## src/rtl/vending_pkg.sv

```systemverilog
// Shared encodings and money helpers for vending_machine_gen and its coin store.
package vending_pkg;

    typedef enum logic [1:0] {
        SVC_OFF  = 2'b00,
        SVC_ON   = 2'b01,
        SVC_BUSY = 2'b10
    } svc_e;

    // Denomination index equals its slice position in coin_in/coin_out (3 = MSB = 50).
    typedef enum logic [1:0] {
        DEN_1  = 2'd0,
        DEN_5  = 2'd1,
        DEN_10 = 2'd2,
        DEN_50 = 2'd3
    } den_e;

    localparam int unsigned NUM_DEN   = 4;
    localparam int unsigned MONEY_W   = 16;
    localparam int unsigned CNT_MAX_W = 8;

    typedef logic [MONEY_W-1:0]                   money_t;
    typedef logic [NUM_DEN-1:0][CNT_MAX_W-1:0]    counts_t;

    function automatic money_t denom_value(den_e d);
        case (d)
            DEN_50:  return money_t'(50);
            DEN_10:  return money_t'(10);
            DEN_5:   return money_t'(5);
            default: return money_t'(1);
        endcase
    endfunction

    function automatic money_t money_value(counts_t counts);
        money_t sum;
        sum = '0;
        for (int unsigned d = 0; d < NUM_DEN; d++)
            sum = sum + denom_value(den_e'(2'(d))) * money_t'(counts[d]);
        return sum;
    endfunction

endpackage

```

## src/rtl/vending_coin_store.sv

```systemverilog
// Four saturating per-denomination coin counters: reload, batch add, add-back and single decrement.
module vending_coin_store
    import vending_pkg::*;
#(
    parameter int unsigned IN_W     = 2,
    parameter int unsigned CNT_W    = 3,
    parameter int unsigned INIT_CNT = 2
)(
    input  logic                              i_clk,
    input  logic                              i_reset,
    input  logic                              i_load,
    input  logic                              i_add_en,
    input  logic [NUM_DEN*IN_W-1:0]           i_add_batch,
    input  logic                              i_back_en,
    input  logic [NUM_DEN-1:0][CNT_W-1:0]     i_back_cnt,
    input  logic                              i_dec_en,
    input  den_e                              i_dec_sel,
    output logic [NUM_DEN-1:0][CNT_W-1:0]     o_cnt
);

    logic [NUM_DEN-1:0][CNT_W-1:0] r_cnt;

    function automatic logic [CNT_W-1:0] sat_add(logic [CNT_W-1:0] a, logic [CNT_W-1:0] b);
        logic [CNT_W:0] s;
        s = {1'b0, a} + {1'b0, b};
        return s[CNT_W] ? '1 : s[CNT_W-1:0];
    endfunction

    always_ff @(posedge i_clk) begin
        for (int unsigned d = 0; d < NUM_DEN; d++) begin
            if (i_reset || i_load)
                r_cnt[d] <= CNT_W'(INIT_CNT);
            else if (i_add_en)
                r_cnt[d] <= sat_add(r_cnt[d], CNT_W'(i_add_batch[d*IN_W +: IN_W]));
            else if (i_back_en)
                r_cnt[d] <= sat_add(r_cnt[d], i_back_cnt[d]);
            else if (i_dec_en && (i_dec_sel == den_e'(2'(d))) && (r_cnt[d] != '0))
                r_cnt[d] <= r_cnt[d] - CNT_W'(1);
        end
    end

    assign o_cnt = r_cnt;

endmodule

```

## src/rtl/vending_machine_gen.sv

```systemverilog
// Parametrised vending controller: price/stock check, then greedy change one coin per cycle.
// Optional property outputs p_refund/p_item are built when VENDING_PROP_EN is defined.
module vending_machine_gen
    import vending_pkg::*;
#(
    parameter int unsigned              NUM_ITEM   = 3,
    parameter logic [NUM_ITEM*8-1:0]    ITEM_COST  = {8'd22, 8'd15, 8'd8},
    parameter int unsigned              IN_W       = 2,
    parameter int unsigned              CNT_W      = 3,
    parameter int unsigned              INIT_CNT   = 2,
    parameter int unsigned              STOCK_W    = 3,
    parameter int unsigned              INIT_STOCK = 3,
    parameter int unsigned              VAL_W      = 10,
    localparam int unsigned             ITEM_W     = $clog2(NUM_ITEM + 1)
)(
    input  logic                    clk,
    input  logic                    reset,
    input  logic [4*IN_W-1:0]       coin_in,
    input  logic [ITEM_W-1:0]       item_in,
    input  logic                    refill,
    output logic [4*CNT_W-1:0]      coin_out,
    output logic [ITEM_W-1:0]       item_out,
    output logic [1:0]              service_out,
    output logic [NUM_ITEM-1:0]     sold_out
`ifdef VENDING_PROP_EN
    ,
    output logic                    p_refund,
    output logic [NUM_ITEM-1:0]     p_item
`endif
);

    svc_e                               r_state, w_state_nxt;
    logic [ITEM_W-1:0]                  r_item, w_item_nxt;
    logic [NUM_DEN-1:0][CNT_W-1:0]      r_coin, w_coin_nxt;
    logic [VAL_W-1:0]                   r_in_val, w_in_val_nxt;
    logic [VAL_W-1:0]                   r_svc_val, w_svc_val_nxt;
    den_e                               r_ptr, w_ptr_nxt;
    logic                               r_flag, w_flag_nxt;
    logic [NUM_ITEM-1:0][STOCK_W-1:0]   r_stock, w_stock_nxt;

    logic                               w_st_load, w_st_add, w_st_back, w_st_dec;
    logic [NUM_DEN-1:0][CNT_W-1:0]      w_store;
    counts_t                            w_in_counts;
    logic [VAL_W-1:0]                   w_in_money;
    logic [VAL_W-1:0]                   w_cost;
    logic [STOCK_W-1:0]                 w_stock_sel;
    logic [VAL_W-1:0]                   w_den_val;
    logic [CNT_W-1:0]                   w_den_cnt;
    logic                               w_item_ok;

    vending_coin_store #(
        .IN_W     (IN_W),
        .CNT_W    (CNT_W),
        .INIT_CNT (INIT_CNT)
    ) u_store (
        .i_clk       (clk),
        .i_reset     (reset),
        .i_load      (w_st_load),
        .i_add_en    (w_st_add),
        .i_add_batch (coin_in),
        .i_back_en   (w_st_back),
        .i_back_cnt  (r_coin),
        .i_dec_en    (w_st_dec),
        .i_dec_sel   (r_ptr),
        .o_cnt       (w_store)
    );

    always_comb begin
        w_in_counts = '0;
        for (int unsigned d = 0; d < NUM_DEN; d++)
            w_in_counts[d] = CNT_MAX_W'(coin_in[d*IN_W +: IN_W]);
    end

    assign w_in_money = VAL_W'(money_value(w_in_counts));
    assign w_item_ok  = (item_in != '0) && (item_in <= ITEM_W'(NUM_ITEM));
    assign w_den_val  = VAL_W'(denom_value(r_ptr));
    assign w_den_cnt  = w_store[r_ptr];

    always_comb begin
        w_cost      = '0;
        w_stock_sel = '0;
        for (int unsigned k = 0; k < NUM_ITEM; k++) begin
            if (r_item == ITEM_W'(k + 1)) begin
                w_cost      = VAL_W'(ITEM_COST[k*8 +: 8]);
                w_stock_sel = r_stock[k];
            end
        end
    end

    always_comb begin
        w_state_nxt   = r_state;
        w_item_nxt    = r_item;
        w_coin_nxt    = r_coin;
        w_in_val_nxt  = r_in_val;
        w_svc_val_nxt = r_svc_val;
        w_ptr_nxt     = r_ptr;
        w_flag_nxt    = r_flag;
        w_stock_nxt   = r_stock;
        w_st_load     = 1'b0;
        w_st_add      = 1'b0;
        w_st_back     = 1'b0;
        w_st_dec      = 1'b0;

        case (r_state)
            SVC_ON: begin
                if (refill) begin
                    w_st_load = 1'b1;
                    for (int unsigned k = 0; k < NUM_ITEM; k++)
                        w_stock_nxt[k] = STOCK_W'(INIT_STOCK);
                end else if (w_item_ok) begin
                    w_item_nxt   = item_in;
                    w_coin_nxt   = '0;
                    w_st_add     = 1'b1;
                    w_in_val_nxt = w_in_money;
                    w_flag_nxt   = 1'b0;
                    w_state_nxt  = SVC_BUSY;
                end
            end

            SVC_BUSY: begin
                if (!r_flag) begin
                    if ((r_in_val < w_cost) || (w_stock_sel == '0)) begin
                        w_svc_val_nxt = r_in_val;
                        w_item_nxt    = '0;
                    end else begin
                        w_svc_val_nxt = r_in_val - w_cost;
                    end
                    w_flag_nxt = 1'b1;
                    w_ptr_nxt  = DEN_50;
                end else if ((r_svc_val >= w_den_val) && (w_den_cnt != '0)) begin
                    w_coin_nxt[r_ptr] = r_coin[r_ptr] + CNT_W'(1);
                    w_st_dec          = 1'b1;
                    w_svc_val_nxt     = r_svc_val - w_den_val;
                end else if (r_ptr != DEN_1) begin
                    case (r_ptr)
                        DEN_50:  w_ptr_nxt = DEN_10;
                        DEN_10:  w_ptr_nxt = DEN_5;
                        default: w_ptr_nxt = DEN_1;
                    endcase
                end else if (r_svc_val == '0) begin
                    w_state_nxt = SVC_OFF;
                    for (int unsigned k = 0; k < NUM_ITEM; k++)
                        if (r_item == ITEM_W'(k + 1))
                            w_stock_nxt[k] = r_stock[k] - STOCK_W'(1);
                end else begin
                    // Store cannot finish the change: return issued coins and retry the whole input as a refund.
                    w_st_back     = 1'b1;
                    w_coin_nxt    = '0;
                    w_item_nxt    = '0;
                    w_svc_val_nxt = r_in_val;
                    w_ptr_nxt     = DEN_50;
                end
            end

            SVC_OFF: begin
                w_coin_nxt  = '0;
                w_item_nxt  = '0;
                w_state_nxt = SVC_ON;
            end

            default: w_state_nxt = SVC_ON;
        endcase
    end

    always_ff @(posedge clk) begin
        if (reset) begin
            r_state   <= SVC_ON;
            r_item    <= '0;
            r_coin    <= '0;
            r_in_val  <= '0;
            r_svc_val <= '0;
            r_ptr     <= DEN_50;
            r_flag    <= 1'b0;
            for (int unsigned k = 0; k < NUM_ITEM; k++)
                r_stock[k] <= STOCK_W'(INIT_STOCK);
        end else begin
            r_state   <= w_state_nxt;
            r_item    <= w_item_nxt;
            r_coin    <= w_coin_nxt;
            r_in_val  <= w_in_val_nxt;
            r_svc_val <= w_svc_val_nxt;
            r_ptr     <= w_ptr_nxt;
            r_flag    <= w_flag_nxt;
            r_stock   <= w_stock_nxt;
        end
    end

    assign coin_out    = r_coin;
    assign item_out    = r_item;
    assign service_out = r_state;

    always_comb begin
        sold_out = '0;
        for (int unsigned k = 0; k < NUM_ITEM; k++)
            sold_out[k] = (r_stock[k] == '0);
    end

`ifdef VENDING_PROP_EN
    counts_t            w_chg_counts;
    logic [VAL_W-1:0]   w_change;

    always_comb begin
        w_chg_counts = '0;
        for (int unsigned d = 0; d < NUM_DEN; d++)
            w_chg_counts[d] = CNT_MAX_W'(r_coin[d]);
    end

    assign w_change = VAL_W'(money_value(w_chg_counts));

    always_comb begin
        p_refund = (r_state == SVC_OFF) && (r_item == '0) && (w_change != r_in_val);
        p_item   = '0;
        for (int unsigned k = 0; k < NUM_ITEM; k++)
            p_item[k] = (r_state == SVC_OFF) && (r_item == ITEM_W'(k + 1)) &&
                        ((w_change + VAL_W'(ITEM_COST[k*8 +: 8])) != r_in_val);
    end
`endif

endmodule

```

## config.mk

```make
export PLATFORM = sky130hd
export DESIGN_NAME = vending_machine_gen
export DESIGN_NICKNAME = d
export VERILOG_FILES = /design/src/rtl/vending_pkg.sv /design/src/rtl/vending_coin_store.sv /design/src/rtl/vending_machine_gen.sv
export SDC_FILE = /design/constraint.sdc
export NUM_CORES = 1
export LEC_CHECK = 0
export BUFFER_PORTS_ARGS = -buffer_cell sky130_fd_sc_hd__buf_2
export CORE_ASPECT_RATIO = 1.25
export CORE_UTILIZATION = 45
export DETAILED_ROUTE_END_ITERATION = 10
export SETUP_SLACK_MARGIN = 0.3
export SKIP_CTS_REPAIR_TIMING = 1
export SYNTH_ARGS = -nofsm -noshare
export SYNTH_HDL_FRONTEND = slang
export SYNTH_SLANG_ARGS = --single-unit
```

## constraint.sdc

```tcl
create_clock -name clk -period 4.1 [get_ports clk]
set_input_delay 0.82 -clock clk [delete_from_list [all_inputs] [get_ports clk]]
set_output_delay 0.82 -clock clk [all_outputs]
set_load 0.02 [all_outputs]
```

==> metrics.md <==
| Metric | Value |
|---|---|
| DR vias | 5103 |
| CP Depth | 13 |
| First-pass GRT wire length | 26000 microns |
| RSZ-0062 raised after global routing | no |
| Crit path max-delay cell type | dfxtp_1 |
| Fill cells | 1170 |
| Status | finished clean |
| Maxcap violations | 0 |
| Clock sink count | 59 |
| Number of global-route vias before repair | 5056 |
| R2r worst-path depth | 13 |
| CTS HTree Levels | 3 |
| Clock buffer depth | 2 |
| N_diodes | 0 |
| CTS Buf Count | 9 |
| Reg clk slew, reported paths | 0.06 ns |
| Vias per cell | 5.87 |
| Later-pin clock latency in the skew report | 0.34 ns |
| Post-synth EDFFs | 0 |
| Critical Path AT | 3.86 ns |
| Leakage power | 2.64 nW |
| Final Hold Fails | 0 |
| Reg2reg end | coin_out[1]$_SDFFE_PP0P_ |
| DRT antenna net count | 0 |
| GP Congestion | 0.895 |
| Hold path startpoint | r_svc_val[9]$_SDFFE_PP0P_ |
| Num ports | 32 |
| Pre-antenna DRT Iters | 5 |
| Fmax | 0.280 GHz |
| Mapped Cells | 669 |
| Post-layout util | 51.4% |
| Layout cells sized above 1 | 14.0% |
| CP Launch Type | flip-flop |
| Critical Path RT | 4.38 ns |
| Nets | 801 |
| Hold Crit Class | flip-flop to flip-flop |
| DRC | 0 |
| Initial core utilization | 45.9% |
| Initial antenna violation count | 0 |
| Synth Flop Type | dfxtp_1 |
| DR WL/cell | 18.0 microns |
| Grt ovf | 0 |
| Total negative slack | 0 ns |
| CP bufs+invs | 2 |
| Ys async rst share | 0% |
| DRT iter0 DRCs | 281 |
| Final setup violation count | 0 |
| Die height | 126 microns |
| WHS Endpoint | r_svc_val[9]$_SDFFE_PP0P_ |
| Commonest non-fill, non-tap cell in the layout | inv_1 |
| CP cell instances | inv_1, ha_1, or2_2, ha_1, fa_1, nor2b_4, o21ai_2, nor4b_4, a21oi_2, buf_4, nand2_2, nor4b_4, a22o_1 |
| Area grow syn2layout | 12.1% |
| Hpwl dp | 12000 microns |
| Crit Path Category | flip-flop to flip-flop |
| Yosys cell types | 77 |
| Most frequent cells in the layout | 76 x inv_1, 73 x ha_1, 64 x a21oi_1, 58 x dfxtp_1, 48 x nand2_1 |
| Max_slew headroom | 39.4% |
| Largest net degree at the start of global routing | 35 |
| Routed WL | 15700 microns |
| Slew @ Worst Pin | 0.909 ns |
| Final Max Slew Viols | 0 |
| R2r startpoint | r_ptr[1]$_SDFFE_PP1P_ |
| TritonCTS clock tree | built |
| Peak VDD IR | 0.198 mV |
| Min Tclk post-route | 3.57 ns |
| Worst setup EP type | flip-flop |
| Dpl cells | 853 |
| PD cells | 496 nW/um^2 |
| Post-Place Worst Slack | 0.436 ns |
| CTS root buf | clkbuf_16 |
| CP peak stage delay | 0.54 ns |
| Post-Syn Area per Cell | 8.30 sq um |
| Worst Skew | 0.00873 ns |
| Cell family contributing the most delay on the critical path | simple AND/OR/NAND/NOR gates |
| Die X | 101 microns |
| Die ar. | 12800 sq um |
| Cell area after synthesis | 5550 sq um |
| Synth warn | 0 |
| PortBufs | 31 |
| All-layer global routing usage | 26.1% |
| Worst R2R Setup Slack | 0.53 ns |
| Seq cells post-synth | 59 |
| Syn Nets | 769 |
| Crit share post-route | 87.1% |
| Hold Path Stages | 2 |
| Seq/Total Area, Yosys | 21.3% |
| Setup slack after layout | 0.529 ns |
| Final non-filler cell total | 870 |
| # rows | 45 |
| CORE AREA | 12100 sq um |
| Worst Path Max Fanout | 15 |
==> metal layers <==
metal  global-route usage (%)  vias to the layer above  share of wire, %
met5                        0                        -                 0
met1                     32.4                     2448                43
met2                     44.1                      127                50
li1                         -                     2494                 -
met4                     12.0                        0               3.2
met3                     3.72                       34               3.5
==> area by class of cell <==
class	instances	area (sq um)	share of cell area, %
Clock inverter	3	45.0	0.723
Sequential cell	59	1180	19.0
Inverter	76	285	4.58
Timing Repair Buffer	42	238	3.82
Clock buffer	13	270	4.34
Multi-Input combinational cell	513	4000	64.2
Tap cell	164	205	3.30
==> registers in the layout, summed over array words and instances, names as in the netlist <==
| register | flops |
|---|---|
| coin_out | 12 |
| item_out | 2 |
| r_flag | 1 |
| r_in_val | 9 |
| r_ptr | 2 |
| r_stock | 9 |
| r_svc_val | 10 |
| service_out | 2 |
| u_store.o_cnt | 12 |
==> synth_stat cells, types with 5 or more instances <==
| library cell | count | area (sq um) |
|---|---|---|
| nor2_1 | 37 | 139 |
| nand3_1 | 20 | 100 |
| inv_1 | 76 | 285 |
| a21oi_1 | 64 | 320 |
| xnor2_1 | 18 | 158 |
| nor2b_1 | 10 | 62.6 |
| a31oi_1 | 8 | 50.1 |
| dfxtp_1 | 59 | 1180 |
| a31o_2 | 6 | 52.6 |
| fa_1 | 14 | 280 |
| o21ai_0 | 33 | 165 |
| nor4_1 | 8 | 50.1 |
| o31ai_1 | 5 | 37.5 |
| or3_1 | 6 | 37.5 |
| nand2b_1 | 8 | 50.1 |
| nand2_1 | 48 | 180 |
| a211oi_1 | 8 | 60.1 |
| o2bb2ai_1 | 9 | 78.8 |
| ha_1 | 73 | 913 |
| nor3_1 | 14 | 70.1 |
| a21o_1 | 11 | 82.6 |
| clkbuf_1 | 12 | 45.0 |
| o21ai_1 | 6 | 30.0 |
| and3_1 | 5 | 31.3 |
| o21a_1 | 5 | 37.5 |
==> metrics by stage <==
stage	total power, mW	cell area, sq um	hold slack [ns]
2_1_floorplan	1.88	5550	0.454
3_3_place_gp	2.22	5890	0.480
3_5_place_dp	2.26	5890	0.480
4_1_cts	3.07	6200	0.494
5_1_grt	3.33	6230	0.516
6_report	3.09	6230	0.494
==> logic make-up after synthesis <==
| kind of cell | share of synthesized area, % |
|---|---|
| AND/OR/NAND/NOR | 18.1 |
| AO/OA/AOI/OAI | 26.4 |
| buffers and inverters | 7.12 |
| multiplexers | 2.34 |
| XOR/XNOR | 3.31 |
| adder cells (fa/ha/maj) | 21.5 |
| flip-flops | 21.3 |
==> tightest hold or removal path, cell delays in order, from the launching register on <==
cell     delay (ns)
dfxtp_1        0.32
nand2_1        0.06
o32ai_1        0.07
==> power by group <==
group | switching (mW) | internal [mW] | total [mW]
clock | 0.282 | 0.520 | 0.803
sequential | 0.119 | 0.662 | 0.781
combinational | 0.958 | 0.548 | 1.51
==> worst max path at each step <==
stage | start | to | slack [ns]
after global routing | r_ptr[1]$_SDFFE_PP1P_ | coin_out[1]$_SDFFE_PP0P_ | 0.36
after CTS | r_ptr[0]$_SDFFE_PP1P_ | r_svc_val[7]$_SDFFE_PP0P_ | 0.42
after global placement | r_ptr[0]$_SDFFE_PP1P_ | r_svc_val[7]$_SDFFE_PP0P_ | 0.58
after detailed placement | r_ptr[0]$_SDFFE_PP1P_ | r_svc_val[7]$_SDFFE_PP0P_ | 0.44
after floorplan | r_ptr[0]$_SDFFE_PP1P_ | r_svc_val[4]$_SDFFE_PP0P_ | 0.62
final | r_ptr[1]$_SDFFE_PP1P_ | coin_out[1]$_SDFFE_PP0P_ | 0.53
(Power assumes the default switching activity.)
